$ cat src/rtl/sram_ctrl_pkg.sv
`default_nettype none
// ============================================================================
// Module  : sram_ctrl_pkg
// Brief   : Shared types, port ids and parity helper for the SRAM port ctrl.
// Revision: 1.0
// ============================================================================
package sram_ctrl_pkg;

    typedef enum logic [1:0] {
        INIT   = 2'd0,
        RUN    = 2'd1,
        RMW_WR = 2'd2
    } state_t;

    localparam int PORT_IF   = 0;
    localparam int PORT_DM   = 1;
    localparam int PAR_MAX_W = 64;

    // Narrower words are zero-extended by the caller, which leaves parity unchanged.
    function automatic logic parity(input logic [PAR_MAX_W-1:0] d);
        return ^d;
    endfunction

endpackage
`default_nettype wire

$ cat src/rtl/sram_rr_arbiter.sv
`default_nettype none
// ============================================================================
// Module  : sram_rr_arbiter
// Brief   : Two-input round-robin arbiter; prio bit holds the favoured port id.
// Revision: 1.0
// ============================================================================
module sram_rr_arbiter
    import sram_ctrl_pkg::*;
(
    input  logic       clk,
    input  logic       rst,
    input  logic       enable,
    input  logic [1:0] valid,
    output logic [1:0] grant
);

    logic r_prio;

    always_comb begin
        grant = 2'b00;
        if (enable) begin
            if (&valid) begin
                if (r_prio) grant[PORT_DM] = 1'b1;
                else        grant[PORT_IF] = 1'b1;
            end else begin
                grant = valid;
            end
        end
    end

    // Priority only rotates when both ports actually contended.
    always_ff @(posedge clk) begin
        if (rst) begin
            r_prio <= 1'b1;
        end else if (enable && (&valid)) begin
            r_prio <= ~r_prio;
        end
    end

endmodule
`default_nettype wire

$ cat src/rtl/sram_port_ctrl.sv
`default_nettype none
// ============================================================================
// Module  : sram_port_ctrl
// Brief   : Fetch/data port controller for a 1rw SRAM with parity spare bit.
// Revision: 1.0
// ============================================================================
module sram_port_ctrl
    import sram_ctrl_pkg::*;
#(
    parameter int ADDR_WIDTH = 10,
    parameter int DATA_WIDTH = 32,
    parameter int NUM_WMASKS = 4,
    parameter int INIT_CLEAR = 1
) (
    input  logic                  clk,
    input  logic                  rst,
    output logic                  init_done,
    input  logic                  if_req_valid,
    output logic                  if_req_ready,
    input  logic [ADDR_WIDTH-1:0] if_req_addr,
    output logic                  if_rsp_valid,
    output logic [DATA_WIDTH-1:0] if_rsp_rdata,
    output logic                  if_rsp_perr,
    input  logic                  dm_req_valid,
    output logic                  dm_req_ready,
    input  logic                  dm_req_we,
    input  logic [NUM_WMASKS-1:0] dm_req_be,
    input  logic [ADDR_WIDTH-1:0] dm_req_addr,
    input  logic [DATA_WIDTH-1:0] dm_req_wdata,
    output logic                  dm_rsp_valid,
    output logic [DATA_WIDTH-1:0] dm_rsp_rdata,
    output logic                  dm_rsp_perr,
    output logic                  sram_csb,
    output logic                  sram_web,
    output logic [NUM_WMASKS-1:0] sram_wmask,
    output logic                  sram_spare_wen,
    output logic [ADDR_WIDTH-1:0] sram_addr,
    output logic [DATA_WIDTH:0]   sram_din,
    input  logic [DATA_WIDTH:0]   sram_dout
);

    localparam state_t RESET_STATE = state_t'((INIT_CLEAR != 0) ? INIT : RUN);

    state_t                r_state;
    state_t                w_next_state;
    logic [ADDR_WIDTH-1:0] r_init_addr;
    logic                  r_if_rsp_valid;
    logic                  r_dm_rsp_valid;
    logic                  r_dm_rsp_rd;
    logic                  r_dm_rsp_perr;
    logic [ADDR_WIDTH-1:0] r_rmw_addr;
    logic [NUM_WMASKS-1:0] r_rmw_be;
    logic [DATA_WIDTH-1:0] r_rmw_wdata;
    logic [1:0]            w_grant;
    logic                  w_arb_en;
    logic                  w_rmw_start;
    logic                  w_dout_perr;
    logic [DATA_WIDTH-1:0] w_merged;

    assign w_arb_en    = !rst && (r_state == RUN);
    assign w_dout_perr = parity(PAR_MAX_W'(sram_dout));
    assign w_rmw_start = w_grant[PORT_DM] && dm_req_we
                         && (dm_req_be != '0) && !(&dm_req_be);

    sram_rr_arbiter u_arb (
        .clk    (clk),
        .rst    (rst),
        .enable (w_arb_en),
        .valid  ({dm_req_valid, if_req_valid}),
        .grant  (w_grant)
    );

    always_comb begin
        w_merged = sram_dout[DATA_WIDTH-1:0];
        for (int i = 0; i < NUM_WMASKS; i++) begin
            if (r_rmw_be[i]) w_merged[8*i +: 8] = r_rmw_wdata[8*i +: 8];
        end
    end

    // Macro issue is suppressed while rst is high so an in-flight RMW never commits.
    always_comb begin
        w_next_state   = r_state;
        sram_csb       = 1'b1;
        sram_web       = 1'b1;
        sram_wmask     = '0;
        sram_spare_wen = 1'b0;
        sram_addr      = '0;
        sram_din       = '0;
        if (!rst) begin
            case (r_state)
                INIT: begin
                    sram_csb       = 1'b0;
                    sram_web       = 1'b0;
                    sram_wmask     = '1;
                    sram_spare_wen = 1'b1;
                    sram_addr      = r_init_addr;
                    if (r_init_addr == '1) w_next_state = RUN;
                end
                RUN: begin
                    if (w_grant[PORT_IF]) begin
                        sram_csb  = 1'b0;
                        sram_addr = if_req_addr;
                    end else if (w_grant[PORT_DM]) begin
                        sram_addr = dm_req_addr;
                        if (!dm_req_we) begin
                            sram_csb = 1'b0;
                        end else if (&dm_req_be) begin
                            sram_csb       = 1'b0;
                            sram_web       = 1'b0;
                            sram_wmask     = '1;
                            sram_spare_wen = 1'b1;
                            sram_din       = {parity(PAR_MAX_W'(dm_req_wdata)), dm_req_wdata};
                        end else if (dm_req_be != '0) begin
                            sram_csb     = 1'b0;
                            w_next_state = RMW_WR;
                        end
                    end
                end
                RMW_WR: begin
                    sram_csb       = 1'b0;
                    sram_web       = 1'b0;
                    sram_wmask     = '1;
                    sram_spare_wen = 1'b1;
                    sram_addr      = r_rmw_addr;
                    sram_din       = {parity(PAR_MAX_W'(w_merged)), w_merged};
                    w_next_state   = RUN;
                end
                default: w_next_state = RESET_STATE;
            endcase
        end
    end

    always_ff @(posedge clk) begin
        if (rst) begin
            r_state        <= RESET_STATE;
            r_init_addr    <= '0;
            r_if_rsp_valid <= 1'b0;
            r_dm_rsp_valid <= 1'b0;
            r_dm_rsp_rd    <= 1'b0;
            r_dm_rsp_perr  <= 1'b0;
            r_rmw_addr     <= '0;
            r_rmw_be       <= '0;
            r_rmw_wdata    <= '0;
        end else begin
            r_state        <= w_next_state;
            if (r_state == INIT) r_init_addr <= r_init_addr + ADDR_WIDTH'(1);
            r_if_rsp_valid <= w_grant[PORT_IF];
            r_dm_rsp_valid <= (w_grant[PORT_DM] && !w_rmw_start) || (r_state == RMW_WR);
            r_dm_rsp_rd    <= w_grant[PORT_DM] && !dm_req_we;
            r_dm_rsp_perr  <= (r_state == RMW_WR) && w_dout_perr;
            if (w_rmw_start) begin
                r_rmw_addr  <= dm_req_addr;
                r_rmw_be    <= dm_req_be;
                r_rmw_wdata <= dm_req_wdata;
            end
        end
    end

    assign init_done    = !rst && (r_state != INIT);
    assign if_req_ready = w_grant[PORT_IF];
    assign dm_req_ready = w_grant[PORT_DM];
    assign if_rsp_valid = !rst && r_if_rsp_valid;
    assign if_rsp_rdata = sram_dout[DATA_WIDTH-1:0];
    assign if_rsp_perr  = if_rsp_valid && w_dout_perr;
    assign dm_rsp_valid = !rst && r_dm_rsp_valid;
    assign dm_rsp_rdata = sram_dout[DATA_WIDTH-1:0];
    assign dm_rsp_perr  = dm_rsp_valid && (r_dm_rsp_rd ? w_dout_perr : r_dm_rsp_perr);

endmodule
`default_nettype wire

$ cat config.mk
export PLATFORM = sky130hd
export DESIGN_NAME = sram_port_ctrl
export DESIGN_NICKNAME = d
export VERILOG_FILES = /design/src/rtl/sram_ctrl_pkg.sv /design/src/rtl/sram_rr_arbiter.sv /design/src/rtl/sram_port_ctrl.sv
export SDC_FILE = /design/constraint.sdc
export NUM_CORES = 1
export LEC_CHECK = 0
export CORE_MARGIN = 2
export CORE_UTILIZATION = 43
export CTS_BUF_LIST = sky130_fd_sc_hd__clkbuf_4 sky130_fd_sc_hd__clkbuf_8
export DETAILED_ROUTE_END_ITERATION = 10
export PLACE_DENSITY_LB_ADDON = 0.25
export SETUP_SLACK_MARGIN = 0.05
export SLEW_MARGIN = 40
export SYNTH_ARGS = -nofsm -noshare
export SYNTH_HDL_FRONTEND = slang
export SYNTH_HIERARCHICAL = 1
export SYNTH_SLANG_ARGS = --single-unit
$ cat constraint.sdc
create_clock -name clk -period 11.04 [get_ports clk]
set_clock_uncertainty 0.2 [all_clocks]
set_input_delay 3.312 -clock clk [delete_from_list [all_inputs] [get_ports clk]]
set_output_delay 3.312 -clock clk [all_outputs]
set_load 0.005 [all_outputs]
Yosys cells after proc, flatten, opt, wreduce, memory -nomap -nowiden
Index checks and enable logic that the tools add are counted.

operators by class
  bitwise operators = 1
  eq/ne operators = 9
  reduce and logical (&&, ||, !) cells = 28
  add/sub/neg operators = 1
  mux-type cells = 51

operator list
  operator                                                                 number
  64-bit parity                                                            3
  33-bit two-way mux                                                       5
  33-bit one-hot mux with 2 select lines                                   1
  8-bit two-way mux                                                        4
  10-bit two-way mux                                                       3
  10-bit one-hot mux with 3 select lines                                   1
  4-bit two-way mux                                                        5
  1-bit two-way mux                                                        19
  2-bit two-way mux                                                        8
  1-bit logical AND                                                        13
  10-bit by 1-bit adder with 10-bit output, second input constant          1
  10-bit equality test, second input constant                              1
  2-bit inequality test, second input constant                             5
  4-bit one-hot mux with 2 select lines                                    1
  1-bit one-hot mux with 2 select lines                                    3
  2-bit one-hot mux with 3 select lines                                    1
  6-bit AND reduction                                                      1
  1-bit zero test                                                          4
  4-bit AND reduction                                                      1
  4-bit nonzero test                                                       1
  2-bit by 1-bit equality test with 1-bit output, second input constant    1
  2-bit equality test, second input constant                               1
  2-bit zero test                                                          1
  2-bit by 1-bit inequality test with 1-bit output, second input constant  1
  5 further kinds                                                          5

word-level totals
  logic and storage cells = 100
  flip-flop bits (word level) = 63
  output and inout bits = 121

Depth between registers and ports, before layout
Gate-level depths: netlist of run 1.

  depth in word-level cells = 9
  gate-level depth with buffers = 13
  mapped depth without buffers = 11

By module
The synthesis of run 1 kept the hierarchy.

by module, submodules not included
  module           area each (µm²)  instances  seq. area each (µm²)  cells each
  sram_port_ctrl   4,890.9          1          1,241.2               646
  sram_rr_arbiter  63.8             1          20.0                  9

Worst setup path before layout of run 1
OpenSTA, ideal clock, no wires.

  kind = input-to-output
  start = input rst
  end = output sram_din[15]
  slack = 2.033 ns
  data arrival time = 5.495 ns
  path buffers = 5
  data required time = 7.528 ns
  stages on the path = 13
  cell sequence = clkbuf_1 > clkbuf_1 > buf_1 > nor2_1 > nand2_1 > a21oi_1 > nand2_1 > nor2_1 > and3_1 > clkbuf_1 > clkbuf_1 > a22oi_1 > nor2_1

between the ends
  word-level cells in the longest chain between the ends = 7

ends and longest elaborated chain
  what                                    RTL line               text
  from (decl)                             sram_port_ctrl.sv:16   input logic rst,
  1-bit zero test                         sram_port_ctrl.sv:60   assign w_arb_en = !rst && (r_state == RUN);
  1-bit logical AND                       sram_port_ctrl.sv:60
  net w_arb_en                            sram_port_ctrl.sv:55   logic w_arb_en;
  2-bit two-way mux                       sram_rr_arbiter.sv:21  if (enable) begin
  net dm_req_ready                        sram_port_ctrl.sv:25   output logic dm_req_ready,
  33-bit two-way mux                      sram_port_ctrl.sv:103  end else if (w_grant[PORT_DM]) begin
  33-bit two-way mux                      sram_port_ctrl.sv:100  if (w_grant[PORT_IF]) begin
  33-bit one-hot mux with 2 select lines  sram_port_ctrl.sv:90   case (r_state)
  33-bit two-way mux                      sram_port_ctrl.sv:89   if (!rst) begin
  to (decl)                               sram_port_ctrl.sv:38   output logic [DATA_WIDTH:0] sram_din,

The timed path passes the listed nets, and every way through them passes these cells.

Worst setup path in the final report of run 1
  start = input dm_req_valid
  end = output sram_din[27]

between the ends
  word-level cells in the longest chain between the ends = 7

ends and longest elaborated chain
  what                                        RTL line               text
  from (decl)                                 sram_port_ctrl.sv:24   input logic dm_req_valid,
  2-bit AND reduction                         sram_rr_arbiter.sv:22  if (&valid) begin
  2-bit two-way mux (*)                       sram_rr_arbiter.sv:22
  2-bit two-way mux (*)                       sram_rr_arbiter.sv:21
  33-bit two-way mux                          sram_port_ctrl.sv:103
  33-bit two-way mux (*)                      sram_port_ctrl.sv:100
  33-bit one-hot mux with 2 select lines (*)  sram_port_ctrl.sv:90
  33-bit two-way mux (*)                      sram_port_ctrl.sv:89

Every way passes the cells marked *; elsewhere a longest branch is shown, timed or not.

==> results of run 1 <==
## area by class of cell
cell class	count	area, sq um	area share
multi-input cells	479	3010	0.436
repair buffers	221	2200	0.319
flip-flops and latches	63	1260	0.183
well taps	143	179	0.0259
clock buffers	12	165	0.0239
clock inverters	3	65.1	0.00942
inverters	6	22.5	0.00326
## state kept, by name, indices dropped and copies added (netlist names)
register and cells:
r_state 2, r_dm_rsp_valid 1, r_rmw_addr 10, r_dm_rsp_rd 1
r_rmw_wdata 32, r_dm_rsp_perr 1, u_arb/r_prio 1, r_rmw_be 4
r_init_addr 10, r_if_rsp_valid 1
## how the worst max path moves through the flow
stage	start	to	slack (ns)	depth (start not counted)
after floorplan	rst	sram_din[15]	2.03	13
after global placement	dm_req_valid	sram_din[30]	1.17	11
after detailed placement	dm_req_valid	sram_din[27]	1.38	11
after CTS	dm_req_valid	sram_din[27]	1.37	11
after global routing	dm_req_valid	sram_din[27]	1.15	11
final	dm_req_valid	sram_din[27]	1.37	11
## Yosys cell counts, drive strengths merged
cell type and count:
buf 77, xnor2 78, o21ai 2, a31o 1
dfxtp 63, or2 2, nor4 1, nand2 104
and2 2, xnor3 3, o21bai 1, a22oi 4
mux2i 41, nand4 4, a21o 1, ha 5
o31ai 1, nor2b 3, nor3b 2, a21oi 85
nand3b 1, and4 1, a211o 1, nand2b 1
mux2 4, nor2 87, and3 2, inv 6
nor3 6, a221oi 2, or3 1, xor2 19
clkbuf 30, nand3 4, a222oi 10
## critical path, delay by kind of cell
kind,cells,cell delay (ns)
AOI/OAI and AO/OA,2,0.45
buffers and inverters,4,1.48
and+or+nand+nor,5,0.92
## power by group
group / internal (uW) / switching, uW / leakage, uW / total [uW]
registers: 240 / 15.2 / 0.000509 / 255
clock network: 144 / 87.3 / 0.000118 / 231
logic: 178 / 159 / 0.00161 / 337
## layout by cell type (no fill, tap or decap), drive strengths merged
master	instances
and2	2
a21oi	85
a211o	1
nand4	4
a21o	1
a221oi	2
xnor3	3
buf	8
ha	5
or3	1
nand2b	1
and3	2
nand3	4
nor2	87
xnor2	78
clkbuf	12
nand2	104
mux2i	41
nor2b	3
mux2	4
a22oi	4
clkinv	1
a31o	1
inv	6
o21ai	2
o31ai	1
o21bai	1
clkdlybuf4s50	213
bufinv	2
nor3	6
nor4	1
nand3b	1
dfxtp	63
or2	2
xor2	19
a222oi	10
and4	1
nor3b	2
## logic make-up (layout without fill, tap and decap cells)
family                     count (synthesis)  after routing  share of synthesized area
and+or+nand+nor                          221            221                      0.181
buffers and inverters                    113            242                      0.140
AOI/OAI and AO/OA                        108            108                      0.127
xor gates and xnor gates                 100            100                      0.192
DFF                                       63             63                      0.255
muxes                                     45             45                     0.0927
adders and majority gates                  5              5                     0.0126
## metal layers
layer,wire length [um],vias to the layer above,GRT usage
li1,-,2351,-
met1,6040,2196,0.275
met5,0,-,0
met4,98,0,0.0601
met3,831,9,0.0435
met2,7350,175,0.401
## stage by stage
stage               power, uW  instances
floorplan                 478        655
global placement          593        910
detailed placement        598        912
CTS                       831        927
global route              869        927
finish                    824        927
==> results.ini, run 1 <==
[status]
outcome=finished, final reports clean

[critical_path]
path_class=primary input to output pin
r2r_slack_ns=7.69
cp_cell_sequence=clkdlybuf4s50_1 -> nand2_1 -> a21oi_1 -> nand2_1 -> nor2_1 -> buf_4 -> and3_2 -> buf_4 -> a21oi_1 -> nor2_1 -> clkdlybuf4s50_1
cpMaxStageDelayCell=and3_2
critPathLaunchType=primary input
critPathMaxFanout=25
cp.required_ns=7.53
critPathMaxStageDelay_ns=0.53
end_kind=output pin
reg2reg_to=r_state[0]$_SDFFE_PP0P_
arrival_ns=6.16
rr_startpoint=r_state[1]$_SDFFE_PP0P_
reg2reg_depth=11

[final_layout]
antenna_cells=0
fin_area_sq_mm=0.00691
final_util=0.610
drive_gt1_frac=0.0446
syn2layout_area_growth_pct=39.4
nFillCells=1053
nets=879

[timing]
hold_viol_final=0
maxSlewViolCount=0
relSlewSlack=0.487
max_clock_freq_mhz=103
tns_ns=0
worst_slew_pin_slew_ns=0.769
setup_viol=0
grt_setup_unrepaired=false
finalWorstSetupSlack_ns=1.37
fin_crit_sh=0.876
period_needed_ns=9.67
hold_ws_ns=0.254

[cts]
cts_setup_buffers=0
cts_buffers=9
cts_buffer_depth=2
clock-sinks=63
htreeDepth=3
clkTransAtPathRegs_ns=0.07
cts_tree=yes
clock_latency_ns=0.33
cts_root_buf=clkbuf_8
holdBufCountCts=0
cts_resized=0

[pwr]
p_per_area_mw_per_mm2=119
power.leakage_uw=0.00224
vdd_drop_max_v=0.0000854

[synthesis]
synth_seq_cells=63
syn_area_sq_mm=0.00495
avgSynthCellArea_sq_um=7.56
synth_top_cell_area_share=0.255
synth-seq-area-share=0.255
synth_top_area_cell=dfxtp_1
syn_nets=754
synth_cells=655
synth_warnings=6
yosysUniqueCellTypes=43
synth_area_leaders=dfxtp_1, xnor2_1, buf_4

[die]
dieArea_sq_mm=0.0124
fp.dieH_um=111
io-pin-count=215
rows=39
start_util=0.438
core_area_sq_mm=0.0113
die_w_um=111

[global_route]
grt_pass1_wl_um=23100
antenna_found_initial=0
track_usage=0.224
grt_pass1_vias=4637
globalRoute.totalOverflow=0
grt_max_degree=72

[place]
gp_congestion=0.846
dp_hpwl_um=10900
dpl_cell_area_sq_mm=0.00668
port_buffers=214
pre_cts_ws_ns=1.38

[min_path]
worstHoldStart=r_rmw_wdata[14]$_SDFFE_PP0P_
worstHoldEndpoint=r_rmw_wdata[14]$_SDFFE_PP0P_
hold_depth=2
hp-class=flip-flop to flip-flop

[detailed_routing]
via_per_inst=5.10
drcViolationCount=0
dr_total_vias=4731
wl_um=14300
antenna_left=0
drtIter0Drc=302
wl_per_cell_um=15.4
first_pass_iters=5

[job]
cap_viol_max_count=0

No activity file was read; power rests on OpenSTA's default activity.
==> run 2, diff against run 1 <==
Settings changed: RECOVER_POWER set to 25.
==> run 2 against run 1 <==
Against the previous run:
- final area decreased by 0.51%
- non-clock buffer count unchanged
- global-route usage unchanged
- total power about the same
- register-to-register slack got worse by 0.48 ns
- hold slack about the same
- via count increased by 0.53%
- sequential share of layout area increased by 0.093 points
- die area unchanged
- utilization decreased by 0.31 points
- highest routed layer unchanged
==> results.ini, run 2 (synthesized netlist as in run 1, its figures left out) <==
[timing]
max_clock_freq_mhz=103  ; -0.82%
maxSlewViolCount=0  ; unchanged
hold_viol_final=0  ; unchanged
relSlewSlack=0.162  ; -0.325
period_needed_ns=9.75  ; +0.0801 ns
fin_crit_sh=0.883  ; +0.00726
grt_setup_unrepaired=false
tns_ns=0  ; unchanged
setup_viol=0  ; unchanged
worst_slew_pin_slew_ns=1.26  ; +0.488 ns

[die]
dieArea_sq_mm=0.0124  ; unchanged
core_area_sq_mm=0.0113  ; unchanged
fp.dieH_um=111  ; unchanged
io-pin-count=215  ; unchanged
die_w_um=111  ; unchanged
start_util=0.438  ; unchanged
rows=39  ; unchanged

[place]
dp_hpwl_um=10900  ; unchanged
gp_congestion=0.846  ; unchanged
port_buffers=214  ; unchanged

[global_route]
grt_pass1_vias=4637  ; unchanged
grt_pass1_wl_um=23100  ; unchanged
grt_max_degree=72  ; unchanged
track_usage=0.224  ; unchanged
antenna_found_initial=0  ; unchanged
globalRoute.totalOverflow=0  ; unchanged

[critical_path]
rr_startpoint=r_state[1]$_SDFFE_PP0P_
critPathLaunchType=primary input
end_kind=output pin
cp.depth=11  ; unchanged
arrival_ns=6.24  ; +0.08 ns
cpMaxStageDelayCell=dlygate4sd3_1
path_buf_inv=4  ; unchanged
r2r_slack_ns=7.21  ; -0.48 ns
critPathMaxFanout=25  ; unchanged
reg2reg_depth=11  ; unchanged
path_class=primary input to output pin
reg2reg_to=r_rmw_be[1]$_SDFFE_PP0P_
cpLargestDelayFamily=buffers and inverters
critPathMaxStageDelay_ns=0.59  ; +0.06 ns
cp_cell_sequence=dlygate4sd3_1 -> nand2_1 -> a21oi_1 -> nand2_1 -> nor2_1 -> buf_4 -> and3_2 -> buf_4 -> a21oi_1 -> nor2_1 -> clkdlybuf4s50_1
cp.required_ns=7.53  ; about the same

[detailed_routing]
drtIter0Drc=243  ; -20%
via_per_inst=5.13  ; +0.53%
dr_total_vias=4756  ; +0.53%
first_pass_iters=5  ; unchanged
antenna_left=0  ; unchanged
wl_um=14400  ; +0.26%
wl_per_cell_um=15.5  ; +0.26%
drcViolationCount=0  ; unchanged

[min_path]
worstHoldEndpoint=r_rmw_wdata[14]$_SDFFE_PP0P_
hp-class=flip-flop to flip-flop
worstHoldStart=r_rmw_wdata[14]$_SDFFE_PP0P_
hold_depth=2  ; unchanged

[final_layout]
largest_reg_flops=32  ; unchanged
nets=879  ; unchanged
final_util=0.607  ; -0.00309
drive_gt1_frac=0.0383  ; -0.00638
antenna_cells=0  ; unchanged
syn2layout_area_growth_pct=38.7
reg_top3=r_rmw_wdata: 32 flops, r_init_addr: 10 flops, r_rmw_addr: 10 flops
final_cell_mix=clkdlybuf4s50_1, nand2_1, nor2_1, a21oi_1, xnor2_1
layout_commonest_cell=clkdlybuf4s50_1
registers.top_by_ff_count=r_rmw_wdata

[status]
outcome=finished, final reports clean

[cts]
htreeDepth=3  ; unchanged
cts_buffer_depth=2  ; unchanged
holdBufCountCts=0  ; unchanged
clkTransAtPathRegs_ns=0.07  ; about the same
cts_tree=yes
clock_latency_ns=0.33  ; about the same
cts_setup_buffers=0  ; unchanged
cts_root_buf=clkbuf_8
cts_buffers=9  ; unchanged
cts_resized=0  ; unchanged
clock-sinks=63  ; unchanged

[job]
cap_viol_max_count=0  ; unchanged

[pwr]
power.leakage_uw=0.00222  ; -0.75%
vdd_drop_max_v=0.0000856  ; +0.28%
p_per_area_mw_per_mm2=120  ; +0.43%

[run 2: changes by cell type in the layout (fill, tap and decap cells not counted), sizes merged]
cell,change
buf,-4
clkbuf,+4
clkdlybuf4s50,-3
dlygate4sd3,+3
[run 2: worst max-delay path by stage]
stage,start,endpoint,slack (ns)
3_3_place_gp,dm_req_valid,sram_din[30],1.17
2_1_floorplan,rst,sram_din[15],2.03
3_5_place_dp,dm_req_valid,sram_din[27],1.38
5_1_grt,dm_req_valid,sram_din[27],1.07
6_report,dm_req_valid,sram_din[27],1.29
4_1_cts,dm_req_valid,sram_din[27],1.37
[run 2: cell type report]
class / instances / area [sq um]
clock buffer: 12 / 165
clock inverter: 3 / 65.1
fill: 1057 / 4450
inverter: 6 / 22.5
multi-input combinational: 479 / 3000
sequential: 63 / 1260
tap: 143 / 179
timing repair buffer: 221 / 2180
[run 2: power by group]
part / internal [uW] / switching, uW / leakage [uW] / total (uW)
sequential: 240 / 15.3 / 0.000509 / 256
clock: 144 / 87.1 / 0.000118 / 231
combinational: 177 / 159 / 0.00160 / 336
[run 2: through the flow]
stage	hold slack, ns	power (uW)	instances	instance area (sq um)	setup WS [ns]
6_report	0.255	823	927	6870	1.29
5_1_grt	0.272	868	927	6870	1.07
4_1_cts	0.256	831	927	6910	1.37
3_5_place_dp	0.247	598	912	6680	1.38
3_3_place_gp	0.240	593	910	6640	1.17
2_1_floorplan	0.233	478	655	4950	2.03
[run 2: worst reg2reg max path, stage by stage, from the launching register on]
cell      delay [ns]
dfxtp_1         0.33
inv_1           0.10
ha_1            0.30
inv_1           0.11
nor2_1          0.23
nand2_1         0.10
a21oi_1         0.37
nand3b_1        0.27
nor2_1          0.71
clkbuf_1        0.72
nor2_1          0.10
nor3_1          0.21
[run 2: per-layer routing]
metal  routed length (um)  part of all wire  up-vias  GRT usage
met4                   98            0.0068        0     0.0601
met3                  868             0.060        9     0.0435
li1                     -                 -     2353          -
met1                 6030              0.42     2218      0.275
met5                    0                 0        -          0
met2                 7370              0.51      176      0.401
==> run 3, diff against run 2 <==
Settings changed: CTS_CLUSTER_SIZE set to 24, SYNTH_HIERARCHICAL 1 to not set.
==> run 3 against run 2 <==
Against the previous run:
- the flow now finishes with violations (capacitance limit, slew limit)
- register-to-register slack got worse by 0.92 ns
- global-route usage barely moved
- critical path type unchanged
- via count fell by 2.8%
- hold slack improved by 0.0033 ns
- largest cell class unchanged
- sequential cell count did not move
- total power fell by 11%
- setup slack got worse by 0.37 ns
==> results.ini, run 3 <==
[critical_path]
critPathMaxFanout=19  ; -24%
r2r_slack_ns=6.29  ; -0.92 ns
path_class=primary input to output pin
arrival_ns=6.61  ; +0.37 ns
cp.required_ns=7.53  ; about the same
critPathLaunchType=primary input
end_kind=output pin

[cts]
clkTransAtPathRegs_ns=0.07  ; about the same
cts_setup_buffers=0  ; unchanged
cts_buffer_depth=2  ; unchanged
clock_latency_ns=0.33  ; about the same
cts_buffers=9  ; unchanged
cts_root_buf=clkbuf_8
holdBufCountCts=0  ; unchanged
clock-sinks=63  ; unchanged
cts_resized=0  ; unchanged
htreeDepth=3  ; unchanged
cts_tree=yes

[timing]
setup_viol=0  ; unchanged
finalWorstSetupSlack_ns=0.920  ; -0.371 ns
hold_viol_final=0  ; unchanged
max_clock_freq_mhz=98.8  ; -3.7%
period_needed_ns=10.12  ; +0.371 ns
relSlewSlack=-0.229  ; -0.390
worst_slew_pin_slew_ns=1.84  ; +0.586 ns
grt_setup_unrepaired=false
hold_ws_ns=0.258  ; +0.00334 ns
fin_crit_sh=0.917  ; +0.0336
maxSlewViolCount=46  ; +46
tns_ns=0  ; unchanged

[final_layout]
nFillCells=986  ; -6.7%
fin_cells=887  ; -4.3%
reg_top3=r_rmw_wdata: 32 flops, r_init_addr: 10 flops, r_rmw_addr: 10 flops
syn2layout_area_growth_pct=39.0
registers.top_by_ff_count=r_rmw_wdata
antenna_cells=0  ; unchanged
largest_reg_flops=32  ; unchanged
final_cell_mix=clkdlybuf4s50_1, nand2_1, xnor2_1, dfxtp_1, nor2_1
nets=842  ; -4.2%
layout_commonest_cell=clkdlybuf4s50_1
drive_gt1_frac=0.0763  ; +0.0380

[detailed_routing]
via_per_inst=5.21  ; +1.6%
routed.top_layer=met4
wl_met3_um=898  ; +3.5%
drcViolationCount=0  ; unchanged
antenna_left=0  ; unchanged
first_pass_iters=7  ; +2
wl_um=14400  ; about the same
dr_total_vias=4624  ; -2.8%
wl_met2_um=7070  ; -4.0%
wl_per_cell_um=16.2  ; +4.6%
wl_met1_um=6160  ; +2.2%
drtIter0Drc=238  ; -2.1%

[die]
die_w_um=111  ; -0.52%
dieArea_sq_mm=0.0123  ; -1.0%
rows=38  ; -2.6%
start_util=0.446  ; +0.00868
fp.dieH_um=111  ; -0.52%
core_area_sq_mm=0.0110  ; -3.0%
io-pin-count=215  ; unchanged

[pwr]
vdd_drop_max_v=0.0000748  ; -13%
p_per_area_mw_per_mm2=108  ; -9.9%
power.leakage_uw=0.00213  ; -4.0%

[synthesis]
synthArstFlopShare=0  ; unchanged
avgSynthCellArea_sq_um=7.91  ; +4.5%
synth_seq_cells=63  ; unchanged
syn_nets=720  ; -4.5%
synth-seq-area-share=0.257  ; +0.00273
synthTopCellsByCount=nand2_1, xnor2_1, buf_4
synth_cells=620  ; -5.3%
synth_top_cell_area_share=0.257  ; +0.00273
synth_top_area_cell=dfxtp_1
syn_area_sq_mm=0.00490  ; -1.1%
synth_edf_count=0  ; unchanged
synth_warnings=0  ; -6
synth_ff_type=dfxtp_1
yosysUniqueCellTypes=38  ; -12%
yosysMostFrequentCell=nand2_1
synth_area_leaders=dfxtp_1, xnor2_1, buf_4

[global_route]
track_usage=0.224  ; -0.000287
grt_max_degree=71  ; -1.4%
globalRoute.totalOverflow=0  ; unchanged
grt_pass1_wl_um=22800  ; -1.3%
antenna_found_initial=0  ; unchanged
grt_pass1_vias=4520  ; -2.5%

[place]
gp_congestion=0.793  ; -6.3%
port_buffers=214  ; unchanged
post-place-cells=871  ; -4.5%
pre_cts_ws_ns=1.00  ; -0.379 ns
dp_hpwl_um=10700  ; -2.6%

[status]
violations=capacitance limit, slew limit
outcome=complete, but fails checks

[min_path]
hp-class=flip-flop to flip-flop

[job]
cap_viol_max_count=1  ; +1

run 3: metal layers:
| layer | vias up | track usage |
|---|---|---|
| met4 | 0 | 0.0708 |
| li1 | 2261 | - |
| met5 | - | 0 |
| met2 | 189 | 0.393 |
| met3 | 21 | 0.0312 |
| met1 | 2153 | 0.282 |
run 3: worst paths after layout:
| check | from | to | cells past startpoint |
|---|---|---|---|
| min reg2reg | r_rmw_wdata[31]$_SDFFE_PP0P_ | r_rmw_wdata[31]$_SDFFE_PP0P_ | 2 |
| max | dm_req_valid | sram_din[19] | 9 |
| max reg2reg | r_state[1]$_SDFFE_PP0P_ | r_rmw_be[1]$_SDFFE_PP0P_ | 11 |
| min | r_rmw_wdata[31]$_SDFFE_PP0P_ | r_rmw_wdata[31]$_SDFFE_PP0P_ | 2 |
run 3: cell type report:
type | instances | area [sq um] | share of cell area
multi-input combinational | 445 | 2980 | 0.437
sequential | 63 | 1260 | 0.185
tap | 140 | 175 | 0.0257
inverter | 4 | 15.0 | 0.00220
clock buffer | 9 | 124 | 0.0182
clock inverter | 7 | 97.6 | 0.0143
timing repair buffer | 219 | 2170 | 0.318
run 3: metrics by stage:
step,util,power [uW],instance area (sq um)
6_report,0.620,736,6810
5_1_grt,0.620,774,6810
3_3_place_gp,0.599,513,6580
2_1_floorplan,-,417,4900
4_1_cts,0.625,744,6870
3_5_place_dp,0.605,519,6640
run 3: power breakdown:
group | switching (uW) | internal (uW)
Combinational | 123 | 144
Sequential | 9.69 | 235
Clock | 96.0 | 127
run 3: critical path, cell delays in order:
cell and delay, ns:
dlygate4sd3_1 0.64, nand2_1 0.15, nor3_4 0.46, nand2_1 0.20
nor3_4 0.67, buf_4 0.39, a22oi_1 0.13, nor2_1 0.11
clkdlybuf4s50_1 0.52
run 3: logic make-up after synthesis:
group	share of synthesized area
adder cells (fa/ha/maj)	0.0153
multiplexers	0.0980
XOR/XNOR	0.189
buffers and inverters	0.142
AO/OA/AOI/OAI	0.142
AND/OR/NAND/NOR	0.156
flip-flops	0.257
==> RTL edit 1 (flow settings as in run 2) <==
Change the parameter `DATA_WIDTH` from 32 to 48.
--- a/src/rtl/sram_port_ctrl.sv
+++ b/src/rtl/sram_port_ctrl.sv
@@ -8,7 +8,7 @@
     import sram_ctrl_pkg::*;
 #(
     parameter int ADDR_WIDTH = 10,
-    parameter int DATA_WIDTH = 32,
+    parameter int DATA_WIDTH = 48,
     parameter int NUM_WMASKS = 4,
     parameter int INIT_CLEAR = 1
 ) (
Ports: changed (5 resized); port bits go from 215 to 295. The function was not compared with the original's and may differ.
==> RTL edit 1 against run 2 <==
The flow now finishes with violations (capacitance limit, slew limit); sequential power about the same; routed wire length increased by 23%; synthesized area increased by 13%; design area increased by 17%; power increased by 8.6%; setup slack got worse by 0.067 ns; clock power decreased by 17%; sequential cell count unchanged; critical path type unchanged; critical endpoint is now sram_din[28]; highest routed layer unchanged.
==> RTL edit 1: results (changes against run 2) <==
** Status
- Status :: finished, violations left
- Violated checks :: capacitance limit, slew limit

** Placed design
- Worst-case setup slack after placement :: 1.20 ns (-0.181 ns)
- Placer Congestion :: 0.847 (+0.17%)
- The post-placement cell count is 1055 (+16%).
- Post-DP HPWL :: 13400 microns (+23%)
- The number of buffers inserted by port buffering is 294 (+37%).
- Area of placed instances :: 7940 sq um (+19%)

** STA
- Setup slack after layout :: 1.22 ns (-0.0670 ns)
- The final worst hold slack is 0.257 ns (+0.00262 ns).
- The actual transition at the worst max-transition pin came to 2.70 ns (+1.44 ns).
- Total count of max-transition violations in the final report :: 45 (+45)

** Finish
- The largest registers in the layout are r_rmw_wdata x32, r_init_addr x10, r_rmw_addr x10.
- Number of nets in the final layout :: 1025 (+17%)
- The number of inserted filler cells in the final layout was 1127 (+6.6%).
- Fraction of final layout cells sized beyond drive strength 1 :: 0.0634 (+0.0251)

** Critical path
- The worst register-to-register path begins at r_state[1].
- Critical path launch point :: if_req_valid
- Critical path data arrival time :: 6.30 ns (+0.06 ns)
- The kind of cell with the highest combined delay along the critical path is buffers and inverters.
- The maximum net fanout on the critical path was 41 (+64%).
- Worst reg2reg setup slack :: 6.73 ns (-0.48 ns)
- The cell count of the worst reg-to-reg path came to 10 (-1).
- Timing endpoint of the critical path :: sram_din[28]
- The worst register-to-register path ends at r_state[0].

** Yosys
- Synthesized instance count :: 727 (+11%)
- The number of unique standard cell types used by synthesis is 39 (-9.3%).
- The commonest cells after synthesis are xnor2_1 (108), nand2_1 (105), buf_4 (100).
- Ranked by total cell area, the synthesized netlist is headed by dfxtp_1 (22%), xnor2_1 (17%), buf_4 (13%).
- The share of synthesized area occupied by flip-flops and latches came to 0.225 (-0.0300).
- The number of nets in the synthesized netlist is 858 (+14%).

** Pwr
- Clock group :: 0.192 mW (-17%)
- The largest vdd supply drop was 0.0648 mV (-24%).
- Fraction of power spent switching nets :: 0.359 (+0.0412)
- The reported leakage power is 2.59 nW (+17%).
- Net Switching :: 0.321 mW (+23%)
- The part of the total power dissipated in sequential elements is 0.285 (-0.026).

** Drt
- Via count :: 5492 (+15%)
- The average detailed-routed wire length per instance came to 16.5 microns (+6.9%).
- Vias per std cell :: 5.13 (about the same)
- The violation count after the first detailed-route iteration came to 310 (+28%).
- The number of detailed-route iterations in the first pass was 7 (+2).

** Min path
- The tightest min-delay check is of the reg2reg type.
- The worst hold path terminates at r_rmw_addr[8].
- Hold Crit Start :: r_rmw_addr[8]

** Global routing
- The wire length of the first global-routing pass is 27300 microns (+18%).
- Antenna violations before repair :: 0 (unchanged)
- Overall Global Routing Usage :: 0.243 (+0.0189)
- The via count of the first global-routing pass is 5187 (+12%).
- Maximum number of pins on one net before global-route repair :: 71 (-1.4%)

** CTS
- Clock transition at the register clock pins on the worst setup and hold paths after CTS :: 0.08 ns
- The H-tree depth was 3 (unchanged).
- The clock latency of the later-clocked register in the worst-skew pair is 0.36 ns (+0.03 ns).

** Job
- The count of maximum capacitance violations came to 1 (+1).
[RTL edit 1: changes by cell type in the layout (fill, tap and decap cells not counted), moves of 29 or more]
cell / change
mux2_2: +29
mux2i_1: -33
xnor2_1: +31
a21oi_1: -29
a22oi_1: +45
clkdlybuf4s50_1: +80
[RTL edit 1: cell families after synthesis]
family | synth area share
compound gates | 0.146
xor+xnor | 0.218
fa+ha+maj | 0.0111
buf+inv | 0.169
flops | 0.225
mux | 0.0791
simple gates | 0.153
[RTL edit 1: layer usage]
metal,wire (microns),GRT usage,vias to the layer above
li1,-,-,2675
met5,0,0,-
met3,1190,0.0512,29
met2,8830,0.426,238
met4,321,0.0791,0
met1,7380,0.294,2550
[RTL edit 1: area by class of cell]
type,count,area (sq um),share of cell area
tap,172,215,0.0267
timing repair buffer,300,2970,0.368
clock inverter,6,46.3,0.00573
clock buffer,10,138,0.0170
sequential,63,1260,0.156
inverter,5,18.8,0.00232
multi-input combinational,515,3420,0.424
==> RTL edit 2 (config.mk and constraints of run 2) <==
Made on the original files. Register the outputs `if_rsp_perr` and `dm_rsp_perr`; this adds one clock of latency there. The other outputs are not delayed to match.
--- a/src/rtl/sram_port_ctrl.sv
+++ b/src/rtl/sram_port_ctrl.sv
@@ -161,10 +161,12 @@
     assign dm_req_ready = w_grant[PORT_DM];
     assign if_rsp_valid = !rst && r_if_rsp_valid;
     assign if_rsp_rdata = sram_dout[DATA_WIDTH-1:0];
-    assign if_rsp_perr  = if_rsp_valid && w_dout_perr;
     assign dm_rsp_valid = !rst && r_dm_rsp_valid;
     assign dm_rsp_rdata = sram_dout[DATA_WIDTH-1:0];
-    assign dm_rsp_perr  = dm_rsp_valid && (r_dm_rsp_rd ? w_dout_perr : r_dm_rsp_perr);
+    always_ff @(posedge clk) begin
+        if_rsp_perr <= if_rsp_valid && w_dout_perr;
+        dm_rsp_perr <= dm_rsp_valid && (r_dm_rsp_rd ? w_dout_perr : r_dm_rsp_perr);
+    end
 
 endmodule
 `default_nettype wire
Behaviour: same outputs for any inputs over 10 cycles, from zero or initial values and one cycle with rst high; that may be too few to reach the edited logic, so the function may still have changed.
==> RTL edit 2 against run 2 <==
The run now ends with capacitance limit, slew limit left; setup slack gained 0.20 ns; sequential cell count increased by 2; power is 3.6% higher; synthesized area up 0.81%; register-to-register slack worse by 0.47 ns; design area rose by 1.0%; routed wire length rose by 3.6%; largest cell class unchanged; highest routed layer unchanged; maximum frequency grew 2.1%.
==> RTL edit 2: results (changes against run 2) <==
** Yosys
- The area fraction of the dominant cell type after synthesis was 0.261 (+0.00598).
- Distinct cells, synth :: 43 (unchanged)
- The commonest cells after synthesis are nand2_1 (104), nor2_1 (87), a21oi_1 (85).
- Sequential area share after synthesis :: 0.261 (+0.00598)
- Among all flip-flop cells after synthesis, the most frequent one is dfxtp_1.
- The synthesis warning total was 6 (unchanged).
- The post-synthesis area per instance came to 7.60 sq um (+0.50%).
- Synth top area cells :: dfxtp_1 (26%), xnor2_1 (14%), buf_4 (10%)
- Post-Synthesis Net Count :: 756 (+0.27%)

** Min path
- Class of the most critical hold timing path :: reg2reg

** Drt
- Number of detailed-routing iterations run before antenna repair :: 8 (+3)
- The average detailed-routed wire length per instance was 16.0 microns (+3.2%).
- Vias per std cell :: 5.17 (+0.79%)
- The violation count after the first detailed-route iteration came to 382 (+57%).

** Status
- Violated checks :: capacitance limit, slew limit
- Status :: finished, violations left

** Finish
- The share of cells above drive strength 1 came to 0.0407 (+0.00240).
- The number of inserted filler cells in the final layout came to 1052 (-0.47%).
- Non-filler instance count after layout :: 930 (+0.32%)
- Number of antenna diodes :: 0 (unchanged)
- The largest registers in the layout are r_rmw_wdata x32, r_init_addr x10, r_rmw_addr x10.
- Final core utilization :: 0.611 (+0.00367)
- Number of nets in the final layout :: 881 (+0.23%)

** Critical path
- Critical path data arrival time :: 6.04 ns (-0.20 ns)
- Maximum net fanout on the critical path :: 33 (+32%)
- Kind of cell adding the most delay to the critical path :: buffers and inverters
- Among all stages on the critical path, the largest delay is contributed by dlygate4sd3_1.
- The critical path starts at dm_req_valid.
- The startpoint identified for the worst register-to-register timing path is r_state[1].

** CTS
- The number of buffers between clock root and the deepest sink is 2 (unchanged).
- The number of buffers inserted during clock tree synthesis is 9 (unchanged).
- Clock transition at the register clock pins on the worst setup and hold paths after CTS :: 0.08 ns
- Number of levels in the clock H-tree :: 3 (unchanged)
- Buffer count from post-CTS setup fixing :: 0 (unchanged)
- Cells resized by post-CTS repair :: 0 (unchanged)

** Global routing
- Number of global-route vias before repair :: 4683 (+0.99%)
- Overall Global Routing Usage :: 0.227 (+0.00356)
- Maximum number of pins on one net before global-route repair :: 72 (unchanged)
- Global-route wire length before repair :: 23300 microns (+0.75%)

** Placed design
- The half-perimeter wire length after detailed placement came to 11200 microns (+2.2%).
- Count of buffers inserted at the top-level ports :: 214 (unchanged)
- The post-placement cell count came to 914 (+0.22%).
- The worst slack at placement was 1.58 ns (+0.203 ns).
- Area of placed instances :: 6730 sq um (+0.81%)
- Placer Congestion :: 0.833 (-1.5%)

** STA
- Relative slew slack :: -0.854 (-1.02)
- Total count of max-transition violations in the final report :: 45 (+45)

** Pwr
- The reported leakage power came to 2.27 nW (+2.0%).
- Worst supply voltage drop on vdd :: 0.0761 mV (-11%)

** Job
- Max-cap violation count :: 1 (+1)
-- RTL edit 2: cell count changes in the layout (fill, tap and decap cells not counted), sizes merged, moves of 2 or more --
cell	delta
buf	+3
clkbuf	-6
dfxtp	+2
inv	+2
-- RTL edit 2: path summary, 6_finish.rpt --
check	endpoint	slack, ns	cells past startpoint
max	sram_din[15]	1.49	11
min	r_rmw_wdata[14]	0.26	2
max reg2reg	r_state[1]	6.74	11
min reg2reg	r_rmw_wdata[14]	0.26	2
-- RTL edit 2: report_power, final --
part | total [mW] | switching, mW | internal [mW]
Clock | 0.252 | 0.0997 | 0.152
Combinational | 0.338 | 0.161 | 0.177
Sequential | 0.263 | 0.0154 | 0.247
-- RTL edit 2: cell type report --
type,count,area share
multi-input combinational,479,0.432
timing repair buffer,221,0.316
sequential,65,0.187
tap,143,0.0258
clock inverter,7,0.0180
clock buffer,9,0.0178
inverter,6,0.00324
-- RTL edit 2: logic make-up (layout without fill, tap and decap cells) --
| group | Yosys count | after routing | synth area share |
|---|---|---|---|
| muxes | 45 | 45 | 0.0919 |
| and+or+nand+nor | 221 | 221 | 0.180 |
| DFF | 65 | 65 | 0.261 |
| adders and majority gates | 5 | 5 | 0.0125 |
| buffers and inverters | 113 | 243 | 0.139 |
| xor gates and xnor gates | 100 | 100 | 0.190 |
| AOI/OAI and AO/OA | 108 | 108 | 0.126 |
-- RTL edit 2: layer usage --
metal  up-vias  global-route usage  part of all wire
li1       2353                   -                 -
met3        10              0.0408             0.066
met1      2246               0.279              0.42
met2       200               0.409              0.51
met4         0              0.0601            0.0077
met5         -                   0                 0
-- RTL edit 2: worst register-to-register path: stages (launching register included) --
cell and delay (ns):
dfxtp_1 0.33, inv_1 0.11, ha_1 0.28, inv_1 0.10, nor2_1 0.25, nand2_1 0.08
a21oi_1 0.36, nand3b_1 0.26, or2_0 1.23, o21ai_1 0.57, nand2_1 0.12, a221oi_1 0.30
